===== src/rtl/dr_link_tx.sv =====
// Dual-rail link transmitter: two-phase ("TP") or four-phase RTZ ("FP") encoding.
// Defining DR_LINK_TX_BUF_EN adds a one-word holding register so a word can queue while busy.
`timescale 1ns/1ps
module dr_link_tx #(
   parameter            ENC      = "TP",
   parameter int        WIDTH    = 1,
   localparam int       RAIL_NUM = 2
) (
   input  logic                           clk,
   input  logic                           rst,
   input  logic                           in_valid,
   output logic                           in_ready,
   input  logic [WIDTH-1:0]               in_data,
   input  logic                           ack_i,
   output logic [WIDTH-1:0][RAIL_NUM-1:0] out,
   output logic                           busy
);
   localparam bit FP = (ENC == "FP");

   typedef enum logic [1:0] {StIdle, StWaitAck, StWaitRtz} state_e;

   state_e                         r_state, w_state_d;
   logic [WIDTH-1:0][RAIL_NUM-1:0] r_out, w_out_d;
   logic                           r_ack_exp, w_ack_exp_d;
   logic                           r_ack_m, r_ack_s;
   logic                           r_init;
   logic                           w_xfer, w_done, w_free, w_launch;
   logic [WIDTH-1:0]               w_word;

   // ack_i is asynchronous to clk; only r_ack_s is used downstream.
   always_ff @(posedge clk or posedge rst) begin
      if (rst) begin
         r_ack_m <= 1'b0;
         r_ack_s <= 1'b0;
         r_init  <= 1'b0;
      end else begin
         r_ack_m <= ack_i;
         r_ack_s <= r_ack_m;
         r_init  <= 1'b1;
      end
   end

   // w_done: the handshake of the current token completes on this edge.
   always_comb begin
      w_done = 1'b0;
      unique case (r_state)
         StWaitAck: w_done = !FP && (r_ack_s == r_ack_exp);
         StWaitRtz: w_done = !r_ack_s;
         default:   w_done = 1'b0;
      endcase
   end

   assign w_free = (r_state == StIdle) || w_done;

`ifdef DR_LINK_TX_BUF_EN
   logic             r_buf_full;
   logic [WIDTH-1:0] r_buf_data;

   assign in_ready = r_init && !r_buf_full;
   assign w_xfer   = in_valid && in_ready;
   // A held word launches on the completion edge itself, so the link never idles between words.
   assign w_launch = w_free && (r_buf_full || w_xfer);
   assign w_word   = r_buf_full ? r_buf_data : in_data;
   assign busy     = (r_state != StIdle) || r_buf_full;

   always_ff @(posedge clk or posedge rst) begin
      if (rst) begin
         r_buf_full <= 1'b0;
         r_buf_data <= '0;
      end else if (w_xfer && !w_free) begin
         r_buf_full <= 1'b1;
         r_buf_data <= in_data;
      end else if (w_launch) begin
         r_buf_full <= 1'b0;
      end
   end
`else
   assign in_ready = r_init && (r_state == StIdle);
   assign w_xfer   = in_valid && in_ready;
   assign w_launch = w_xfer && w_free;
   assign w_word   = in_data;
   assign busy     = (r_state != StIdle);
`endif

   always_comb begin
      w_state_d   = r_state;
      w_out_d     = r_out;
      w_ack_exp_d = r_ack_exp;
      if (w_launch) begin
         w_state_d = StWaitAck;
         for (int i = 0; i < WIDTH; i++) begin
            if (FP) begin
               w_out_d[i] = w_word[i] ? 2'b10 : 2'b01;
            end else begin
               w_out_d[i] = r_out[i] ^ (w_word[i] ? 2'b10 : 2'b01);
            end
         end
         if (!FP) begin
            w_ack_exp_d = !r_ack_exp;
         end
      end else if (w_done) begin
         w_state_d = StIdle;
      end else if (FP && (r_state == StWaitAck) && r_ack_s) begin
         // Receiver took the codeword: return every rail to zero.
         w_state_d = StWaitRtz;
         w_out_d   = '0;
      end
   end

   always_ff @(posedge clk or posedge rst) begin
      if (rst) begin
         r_state   <= StIdle;
         r_out     <= '0;
         r_ack_exp <= 1'b0;
      end else begin
         r_state   <= w_state_d;
         r_out     <= w_out_d;
         r_ack_exp <= w_ack_exp_d;
      end
   end

   assign out = r_out;

endmodule


===== config.mk =====
export PLATFORM = sky130hd
export DESIGN_NAME = dr_link_tx
export DESIGN_NICKNAME = d
export VERILOG_FILES = /design/src/rtl/dr_link_tx.sv
export SDC_FILE = /design/constraint.sdc
export NUM_CORES = 1
export LEC_CHECK = 0
export ABC_CLOCK_PERIOD_IN_PS = 2700
export BUFFER_PORTS_ARGS = -buffer_cell sky130_fd_sc_hd__buf_2
export CAP_MARGIN = 20
export CELL_PAD_IN_SITES_DETAIL_PLACEMENT = 2
export CELL_PAD_IN_SITES_GLOBAL_PLACEMENT = 2
export CORE_AREA = 2 2 39 41
export DETAILED_ROUTE_END_ITERATION = 10
export DIE_AREA = 0 0 41 43
export PLACE_DENSITY_LB_ADDON = 0.1
export SLEW_MARGIN = 20
export SYNTH_ARGS = -nofsm -noshare
export SYNTH_HDL_FRONTEND = slang
export SYNTH_SLANG_ARGS = --single-unit

===== constraint.sdc =====
create_clock -name clk -period 2.7 [get_ports clk]
set_clock_uncertainty 0.2 [all_clocks]
set_input_delay 0.54 -clock clk [delete_from_list [all_inputs] [get_ports clk]]
set_output_delay 0.54 -clock clk [all_outputs]
set_load 0.005 [all_outputs]

After elaboration in Yosys (flattened, before gate mapping):

Cells that the tools add are included.

* reductions and logical operators: 9
* mux-type cells: 4
* equal/unequal tests: 3
* bitwise operators: 1

Operator list (count)
* 2-bit two-way mux: 3
* 2-bit nonzero test: 2
* 1-bit logical AND: 3
* 2-bit by 1-bit == test with 1-bit output (second input constant): 1
* 2-bit == test (second input constant): 1
* 1-bit logical NOT: 2
* 2-bit logical NOT: 1
* 1-bit case mux with 2 select lines: 1
* 2-bit bitwise XOR: 1
* 1-bit == test: 1
* 1-bit logical OR: 1

* word-level logic and storage cells: 23
* register bits after elaboration: 8
* input bits: 5

Logic depth before layout (Yosys ltp):

Gate-level depths: netlist of the first run.

* word-level depth: 5
* depth in mapped cells: 2
* depth with buffers taken out: 2

Least setup slack after synthesis of the first run:

Ideal clock, no wire load.

* path kind: reg-to-output
* start: register r_state[0]
* end: output port in_ready
* required time: 1960 ps
* data arrival time: 613 ps
* cell stages (with the launch flop): 2
* slack: 1347 ps
* path buffers: 0
* cell sequence: dfrtp_1 -> and2b_2

* longest elaborated chain between the ends: 2

Ends and longest elaborated chain
* start, declared: line 22 `state_e r_state, w_state_d;`
* start signal, assigned: line 112 `r_state <= StIdle;`
* start signal, assigned: line 116 `r_state <= w_state_d;`
* 2-bit logical NOT: line 78 `assign in_ready = r_init && (r_state == StIdle);`
* 1-bit logical AND: line 78
* end, declared: line 12 `output logic in_ready,`

Every way passes these cells.

Worst setup path after layout of the first run:

Ends and elaborated chain as after synthesis.

==> results of run 1 <==
-- worst max-delay path, cell delays in order, from the launching register on --
cell and delay, ns:
dfrtp_1 0.40, and2b_2 0.23, buf_2 0.12
-- synthesized netlist by cell type --
library cell,instances,area (sq um)
nand3b_1,1,7.51
and2b_2,1,8.76
inv_1,2,7.51
xor2_1,1,8.76
xnor2_1,3,26.3
o21ai_0,1,5.00
and4bb_1,1,12.5
nand4b_1,1,8.76
dfrtp_1,7,175
conb_1,1,3.75
-- cells in the final DEF, fill, tap and decap left out --
cell,n
nand4b_1,1
inv_1,2
xor2_1,1
nand3b_1,1
clkbuf_4,3
and2b_2,1
buf_2,8
xnor2_1,3
and4bb_1,1
dfrtp_1,7
o21ai_0,1
clkbuf_1,1
conb_1,1
-- layout make-up --
| cell class | count | area share (%) |
|---|---|---|
| flip-flops and latches | 7 | 50.0 |
| multi-input cells | 10 | 23.2 |
| repair buffers | 8 | 11.4 |
| clock buffers | 4 | 7.50 |
| well taps | 16 | 5.71 |
| inverters | 2 | 2.14 |
-- how the worst max path moves through the flow --
stage,startpoint,endpoint,slack [ns],cells after the start
global placement,r_state[0]$_DFFE_PP0P_,in_ready,1.23,2
finish,r_state[0]$_DFFE_PP0P_,in_ready,0.96,2
global route,r_state[0]$_DFFE_PP0P_,in_ready,0.89,2
detailed placement,r_state[0]$_DFFE_PP0P_,in_ready,1.22,2
CTS,r_state[0]$_DFFE_PP0P_,in_ready,0.93,2
floorplan,r_state[0]$_DFFE_PP0P_,in_ready,1.35,1
-- report_power, final --
group / internal, W / total [W] / leakage [nW] / switching (W)
registers: 0.000138 / 0.000164 / 0.0829 / 0.0000260
clock network: 0.0000565 / 0.0000964 / 0.0150 / 0.0000399
logic: 0.0000517 / 0.0000806 / 0.0727 / 0.0000289
total: 0.000246 / 0.000341 / 0.171 / 0.0000948
-- registers in the layout, indices dropped and copies added (netlist names) --
name       count
out            2
r_ack_exp      1
r_ack_m        1
r_ack_s        1
r_init         1
r_state        1
-- per-layer routing --
| layer | vias up | global-route usage [%] |
|---|---|---|
| met5 | - | 0 |
| met4 | 0 | 8.00 |
| met3 | 3 | 3.14 |
| met2 | 9 | 6.56 |
| met1 | 80 | 8.64 |
| li1 | 83 | - |
-- through the flow --
step	power [W]	instances
2_1_floorplan	0.000210	19
3_3_place_gp	0.000246	43
3_5_place_dp	0.000249	43
4_1_cts	0.000349	47
5_1_grt	0.000368	47
6_report	0.000341	47
-- cell families after synthesis --
logic type / count (synthesis)
DFF: 7
AOI/OAI and AO/OA: 1
buffers and inverters: 2
and+or+nand+nor: 4
xor gates and xnor gates: 4
other: 1
==> flow_metrics.env, run 1 <==
export IMPL_status="finished clean"
export IMPL_required_ns=1.96
export IMPL_vias=175
export IMPL_rsz0062_at_grt="no"
export IMPL_antenna_found_initial=0
export IMPL_io_pins=9
export IMPL_rrSetupSlack_ns=1.58
export IMPL_period_minus_slack_ns=1.74
export IMPL_fin_area_sq_um=350
export IMPL_drtAntennaViolNets=0
export IMPL_place_ws_ns=1.22
export IMPL_diodes=0
export IMPL_clkSinkCount=7
export IMPL_port_buffer_count=8
export IMPL_syn_avg_cell_area_sq_um=13.9
export IMPL_final_layout_size_suffix_gt1_share_pct=38.7
export IMPL_wirelength_um=452
export IMPL_die_w_um=41
export IMPL_grt_pass1_wl_um=710
export IMPL_synth_top_family_by_area="simple AND/OR/NAND/NOR gates"
export IMPL_fmax_mhz=573
export IMPL_place_area_sq_um=324
export IMPL_grt_max_degree=8
export IMPL_ys_types=10
export IMPL_wl_met2_um=176
export IMPL_worstRegToRegCells=2
export IMPL_synthAdderAreaFrac_pct=0
export IMPL_cap_violations=0
export IMPL_ctsResizeCount=0
export IMPL_clock_latency_ns=0.25
export IMPL_holdWs_ns=0.00495
export IMPL_crit_path_max_fanout=6
export IMPL_multi_input_area_sq_um=81.3
export IMPL_post_cts_buffers=0
export IMPL_p_leak_nw=0.171
export IMPL_cts_made_buffers=3
export IMPL_cts_tree="yes"
export IMPL_synth_simple_gate_area_share_pct=14.2
export IMPL_met3WireLength_um=28
export IMPL_worstSetupPathType="register to output port"
export IMPL_yosys_warnings=0
export IMPL_r2r_start="r_state[0]$_DFFE_PP0P_"
export IMPL_viasPerCell=3.72
export IMPL_worst_slack_ns=0.955
export IMPL_syn_cell_area_sq_um=264
export IMPL_synth_compound_area_share_pct=1.90
export IMPL_grt_usage_pct=6.59
export IMPL_worst_ir_drop_vdd_v=0.000262
export IMPL_area_delta_synth_final_pct=32.7
export IMPL_ys_seq_area_share_pct=66.4
export IMPL_grt_pass1_vias=173
export IMPL_n_fill_cell=157
export IMPL_synthXorXnorAreaFrac_pct=13.3
export IMPL_ys_seq_elements=7
export IMPL_report_final_slew_viol_count=0
export IMPL_crit_path_end_kind="output port"
export IMPL_regArea_sq_um=175
export IMPL_syn_nets=24
export IMPL_htree_levels=1
export IMPL_highest_layer="met4"
export IMPL_gp_congestion=0.577
export IMPL_drt_iter0_markers=0
export IMPL_hold_buffers=0
export IMPL_die_h_um=43
export IMPL_cp_start_kind="register"
export IMPL_finalHoldViolations=0
export IMPL_rows=14
export IMPL_r2r_end="out[0]$_DFFE_PP0P_"
export IMPL_final_core_util_pct=25.3
export IMPL_muxShareOfSynthArea_pct=0
export IMPL_postSynthCellCount=19
export IMPL_core_sq_um=1380
export IMPL_routedWlPerCell_um=9.62
export IMPL_hold_path_class="input port to async pin"
export IMPL_setup_viol=0
export IMPL_initial_core_util_pct=19.1
export IMPL_nNetsFinal=37
export IMPL_die_area_sq_um=1760
export IMPL_first_pass_iters=1
export IMPL_overflow=0
export IMPL_cellPowerDensity_nw_per_um2=972
export IMPL_path_clk_slew_ns=0.05
export IMPL_cp_arrival_ns=1.00
export IMPL_min_period_over_period_pct=64.6
export IMPL_clock_path_buffers=2
export IMPL_finalSetupTns_ns=0
export IMPL_met1_length_um=219
export IMPL_cts_root_buf="clkbuf_4"
export IMPL_drcViolationCount=0
(Power assumes the default switching activity.)
==> inputs of run 2 (changes only) <==
--- a/config.mk
+++ b/config.mk
@@ -5,7 +5,7 @@
 export SDC_FILE = /design/constraint.sdc
 export NUM_CORES = 1
 export LEC_CHECK = 0
-export ABC_CLOCK_PERIOD_IN_PS = 2700
+export ABC_CLOCK_PERIOD_IN_PS = 1600
 export BUFFER_PORTS_ARGS = -buffer_cell sky130_fd_sc_hd__buf_2
 export CAP_MARGIN = 20
 export CELL_PAD_IN_SITES_DETAIL_PLACEMENT = 2
==> constraint.sdc (replaced) <==
create_clock -name clk -period 1.6 [get_ports clk]
set_clock_uncertainty 0.2 [all_clocks]
set_input_delay 0.32 -clock clk [delete_from_list [all_inputs] [get_ports clk]]
set_output_delay 0.32 -clock clk [all_outputs]
set_load 0.005 [all_outputs]
==> run 2 against run 1 <==
Effect of this change: sequential power up 68%; hold slack better by 0.15 ns; clock power increased by 69%; worst setup slack got worse by 0.88 ns; core utilization increased by 1.4 points; die area is the same; first-iteration DRC count unchanged; sequential share of layout area decreased by 2.7 points; global-route usage increased by 0.30 points; largest cell class unchanged.
==> flow_metrics.env, run 2 (synthesis gave the netlist of run 1 again) <==
export IMPL_status="finished clean"
export IMPL_drtAntennaViolNets=0
export IMPL_path_clk_slew_ns=0.05
export IMPL_gp_congestion=0.577
export IMPL_cts_root_buf="clkbuf_4"
export IMPL_startpoint="r_state[0]$_DFFE_PP0P_"
export IMPL_cellPowerDensity_nw_per_um2=1560
export IMPL_min_from="r_ack_m$_DFF_PP0_"
export IMPL_die_area_sq_um=1760
export IMPL_fmax_mhz=656
export IMPL_htree_levels=1
export IMPL_worstSetupPathType="register to output port"
export IMPL_antenna_found_initial=0
export IMPL_clkSinkCount=7
export IMPL_cts_made_buffers=3
export IMPL_r2r_start="r_state[0]$_DFFE_PP0P_"
export IMPL_crit_path_end_kind="output port"
export IMPL_hold_depth=0
export IMPL_required_ns=1.08
export IMPL_cp_arrival_ns=1.00
export IMPL_period_minus_slack_ns=1.52
export IMPL_setup_viol=0
export IMPL_grt_pass1_wl_um=752
export IMPL_finalSetupTns_ns=0
export IMPL_worst_ir_drop_vdd_v=0.000451
export IMPL_largest_register_ffs=2
export IMPL_port_buffer_count=8
export IMPL_core_sq_um=1380
export IMPL_fin_area_sq_um=370
export IMPL_p_leak_nw=0.179
export IMPL_nNetsFinal=39
export IMPL_crit_path_max_fanout=6
export IMPL_diodes=0
export IMPL_grt_usage_pct=6.90
export IMPL_wirelength_um=469
export IMPL_drcViolationCount=0
export IMPL_vias=183
export IMPL_clock_latency_ns=0.25
export IMPL_die_w_um=41
export IMPL_overflow=0
export IMPL_grt_pass1_vias=191
export IMPL_cap_violations=0
export IMPL_report_final_slew_viol_count=0
export IMPL_io_pins=9
export IMPL_first_pass_iters=1
export IMPL_cts_tree="yes"
export IMPL_finalHoldViolations=0
export IMPL_rsz0062_at_grt="no"
export IMPL_layout_common_cells="buf_2 (8), dfrtp_1 (7), xnor2_1 (3), clkbuf_4 (3)"
export IMPL_initial_core_util_pct=19.1
export IMPL_min_period_over_period_pct=95.3
export IMPL_hold_path_class="register to register"
export IMPL_routedWlPerCell_um=9.57
export IMPL_cp_start_kind="register"
export IMPL_die_h_um=43
export IMPL_layout_commonest_cell="buf_2"
export IMPL_viasPerCell=3.73
export IMPL_area_delta_synth_final_pct=40.3
export IMPL_final_layout_size_suffix_gt1_share_pct=36.4
export IMPL_clock_path_buffers=2
export IMPL_drt_iter0_markers=0
export IMPL_worstRegToRegCells=2
export IMPL_place_area_sq_um=324
export IMPL_rows=14
export IMPL_grt_max_degree=8
==> run 2: final timing paths <==
check / to / slack (ns)
worst max-delay path: in_ready / 0.08
worst min-delay path: r_ack_s$_DFF_PP0_ / 0.15
worst max register to register: out[0]$_DFFE_PP0P_ / 0.48
worst min register to register: r_ack_s$_DFF_PP0_ / 0.15
max in group asynchronous: out[1]$_DFFE_PP0P_ / 0.65
min in group asynchronous: r_state[0]$_DFFE_PP0P_ / 0.33
==> run 2: final cells by class <==
cell class | count | area (sq um)
multi-input cells | 10 | 81.3
clock buffers | 4 | 26.3
repair buffers | 10 | 60.1
flip-flops and latches | 7 | 175
well taps | 16 | 20.0
inverters | 2 | 7.51
fillers | 156 | 1010
==> run 2: metal layers <==
metal	GRT usage [%]	vias to the layer above	share of wire [%]
met4	8.00	0	5.8
met3	3.14	3	6.4
met1	8.31	84	46
met2	7.81	9	42
li1	-	87	-
met5	0	-	0
==> run 2: worst max-delay path, cell delays in order, from the launching register on <==
cell and delay, ns:
dfrtp_1 0.40, and2b_2 0.23, buf_2 0.12
==> run 2: power by group <==
part | internal [W] | total [W] | switching (W)
sequential | 0.000232 | 0.000276 | 0.0000438
combinational | 0.0000903 | 0.000140 | 0.0000494
clock | 0.0000953 | 0.000163 | 0.0000674
==> run 2: repair_timing <==
action / 4_1_cts / 5_1_grt
hold buffers: 2 / 0
buffers inserted: 0 / 0
gates resized for setup: 0 / 0
hold endpoints to repair: 8 / 0
==> run 2: stage by stage <==
step / setup slack (ns) / utilization [%] / power [W] / hold slack (ns) / cells
3_5_place_dp: 0.336 / 23.4 / 0.000420 / 0.0613 / 43
3_3_place_gp: 0.348 / 23.4 / 0.000415 / 0.0605 / 43
4_1_cts: 0.0516 / 26.8 / 0.000592 / 0.149 / 49
6_report: 0.0755 / 26.8 / 0.000578 / 0.150 / 49
5_1_grt: 0.0140 / 26.8 / 0.000626 / 0.169 / 49
2_1_floorplan: 0.467 / - / 0.000355 / -0.0766 / 19
==> inputs of run 3 (changes only) <==
--- a/config.mk
+++ b/config.mk
@@ -8,12 +8,13 @@
 export ABC_CLOCK_PERIOD_IN_PS = 1600
 export BUFFER_PORTS_ARGS = -buffer_cell sky130_fd_sc_hd__buf_2
 export CAP_MARGIN = 20
-export CELL_PAD_IN_SITES_DETAIL_PLACEMENT = 2
+export CELL_PAD_IN_SITES_DETAIL_PLACEMENT = 1
 export CELL_PAD_IN_SITES_GLOBAL_PLACEMENT = 2
 export CORE_AREA = 2 2 39 41
 export DETAILED_ROUTE_END_ITERATION = 10
 export DIE_AREA = 0 0 41 43
-export PLACE_DENSITY_LB_ADDON = 0.1
+export PLACE_DENSITY = 0.58
+export RECOVER_POWER = 100
 export SLEW_MARGIN = 20
 export SYNTH_ARGS = -nofsm -noshare
 export SYNTH_HDL_FRONTEND = slang
==> run 3 against run 2 <==
Effect of this change: wire length grew 4.7%; via count shrank 2.7%; highest routed layer is now met3; critical path type unchanged; power shrank 0.65%; largest cell class unchanged.
==> flow_metrics.env, run 3 (synthesis gave the netlist of run 1 again) <==
export IMPL_status="finished clean"
export IMPL_crit_path_end_kind="output port"
export IMPL_holdWs_ns=0.151
export IMPL_cellPowerDensity_nw_per_um2=1550
export IMPL_drtAntennaViolNets=0
export IMPL_setup_viol=0
export IMPL_multi_input_area_sq_um=81.3
export IMPL_wirelength_um=491
export IMPL_regArea_sq_um=175
export IMPL_final_core_util_pct=26.8
export IMPL_cap_violations=0
export IMPL_routedWlPerCell_um=10.0
export IMPL_period_minus_slack_ns=1.50
export IMPL_hold_path_class="register to register"
export IMPL_diodes=0
export IMPL_worst_ir_drop_vdd_v=0.000349
export IMPL_cpMaxStageDelayCell="dfrtp_1"
export IMPL_grt_pass1_wl_um=765
export IMPL_largest_register_ffs=2
export IMPL_viasPerCell=3.63
export IMPL_rsz0062_at_grt="no"
export IMPL_rows=14
export IMPL_cp_start_kind="register"
export IMPL_report_final_slew_viol_count=0
export IMPL_clock_path_buffers=2
export IMPL_required_ns=1.08
export IMPL_die_w_um=41
export IMPL_dp_cells=43
export IMPL_io_pins=9
export IMPL_drcViolationCount=0
export IMPL_overflow=0
export IMPL_total_power_w=0.000575
export IMPL_cp_num_buf_inv=1
export IMPL_nNetsFinal=39
export IMPL_final_layout_size_suffix_gt1_share_pct=36.4
export IMPL_cts_tree="yes"
export IMPL_cp_slowest_stage_delay_ns=0.39
export IMPL_worstSetupPathType="register to output port"
export IMPL_cts_root_buf="clkbuf_4"
export IMPL_core_sq_um=1380
export IMPL_port_buffer_count=8
export IMPL_worstRegToRegCells=2
export IMPL_grt_usage_pct=7.51
export IMPL_rrSetupSlack_ns=0.46
export IMPL_n_fill_cell=165
export IMPL_p_leak_nw=0.179
export IMPL_htree_levels=1
export IMPL_min_period_over_period_pct=94.0
export IMPL_vias=178
export IMPL_crit_family="flip-flops"
export IMPL_cp_num_cells=2
export IMPL_finalSetupTns_ns=0
export IMPL_hold_depth=0
export IMPL_area_delta_synth_final_pct=40.3
export IMPL_layout_common_cells="buf_2 (8), dfrtp_1 (7), xnor2_1 (3), clkbuf_4 (3)"
export IMPL_grt_max_degree=8
export IMPL_grt_pass1_vias=187
export IMPL_gp_congestion=0.596
export IMPL_finalHoldViolations=0
export IMPL_crit_path_max_fanout=6
export IMPL_cp_cell_sequence="and2b_2 -> buf_2"
export IMPL_cp_arrival_ns=0.98
export IMPL_clock_latency_ns=0.25
export IMPL_die_area_sq_um=1760
export IMPL_cts_made_buffers=3
export IMPL_die_h_um=43
export IMPL_clkSinkCount=7
export IMPL_fmax_mhz=665
export IMPL_first_pass_iters=4
export IMPL_drt_iter0_markers=2
export IMPL_post_cts_buffers=0
export IMPL_antenna_found_initial=0
export IMPL_path_clk_slew_ns=0.05
export IMPL_layout_commonest_cell="buf_2"
export IMPL_initial_core_util_pct=19.1
export IMPL_fin_cells=49
[run 3: layer usage]
| layer | vias up | part of all wire, % | GRT usage, % |
|---|---|---|---|
| met1 | 86 | 44 | 7.67 |
| met2 | 5 | 49 | 9.38 |
| met4 | 0 | 0 | 10.0 |
| met3 | 0 | 6.7 | 3.14 |
| li1 | 87 | - | - |
| met5 | - | 0 | 0 |
[run 3: worst register-to-register path: cells and delay by family, from the launching register on]
kind                      cells  cell delay, ns
DFF                           1            0.41
and+or+nand+nor               1            0.29
xor gates and xnor gates      1            0.16
[run 3: where the power goes]
group	internal [W]	switching, W	leakage, nW
registers	0.000232	0.0000420	0.0829
logic	0.0000904	0.0000511	0.0811
clock network	0.0000951	0.0000639	0.0150
total	0.000418	0.000157	0.179
[run 3: path summary, 6_finish.rpt]
kind,endpoint,startpoint
worst min-delay path,r_ack_s$_DFF_PP0_,r_ack_m$_DFF_PP0_
worst max register to register,out[0]$_DFFE_PP0P_,r_state[0]$_DFFE_PP0P_
worst max-delay path,in_ready,r_state[0]$_DFFE_PP0P_
worst min register to register,r_ack_s$_DFF_PP0_,r_ack_m$_DFF_PP0_
min in group asynchronous,r_init$_DFF_PP0_,rst
max in group asynchronous,r_ack_s$_DFF_PP0_,rst
[run 3: area by class of cell]
cell class                      instances  share of cell area, %
Tap cell                               16                   5.41
Clock buffer                            4                   7.09
Sequential cell                         7                   47.3
Inverter                                2                   2.03
Multi-Input combinational cell         10                   22.0
Timing Repair Buffer                   10                   16.2
[run 3: what timing repair did]
| item | 4_1_cts | 5_1_grt |
|---|---|---|
| resized for setup | 0 | 0 |
| hold endpoints to repair | 8 | 0 |
| hold buffers | 2 | 0 |
[run 3: metrics by stage]
stage	cell area [sq um]	setup WS (ns)
final	370	0.0957
after global routing	370	0.0440
after CTS	370	0.0822
after detailed placement	324	0.367
after global placement	324	0.384
after floorplan	264	0.467
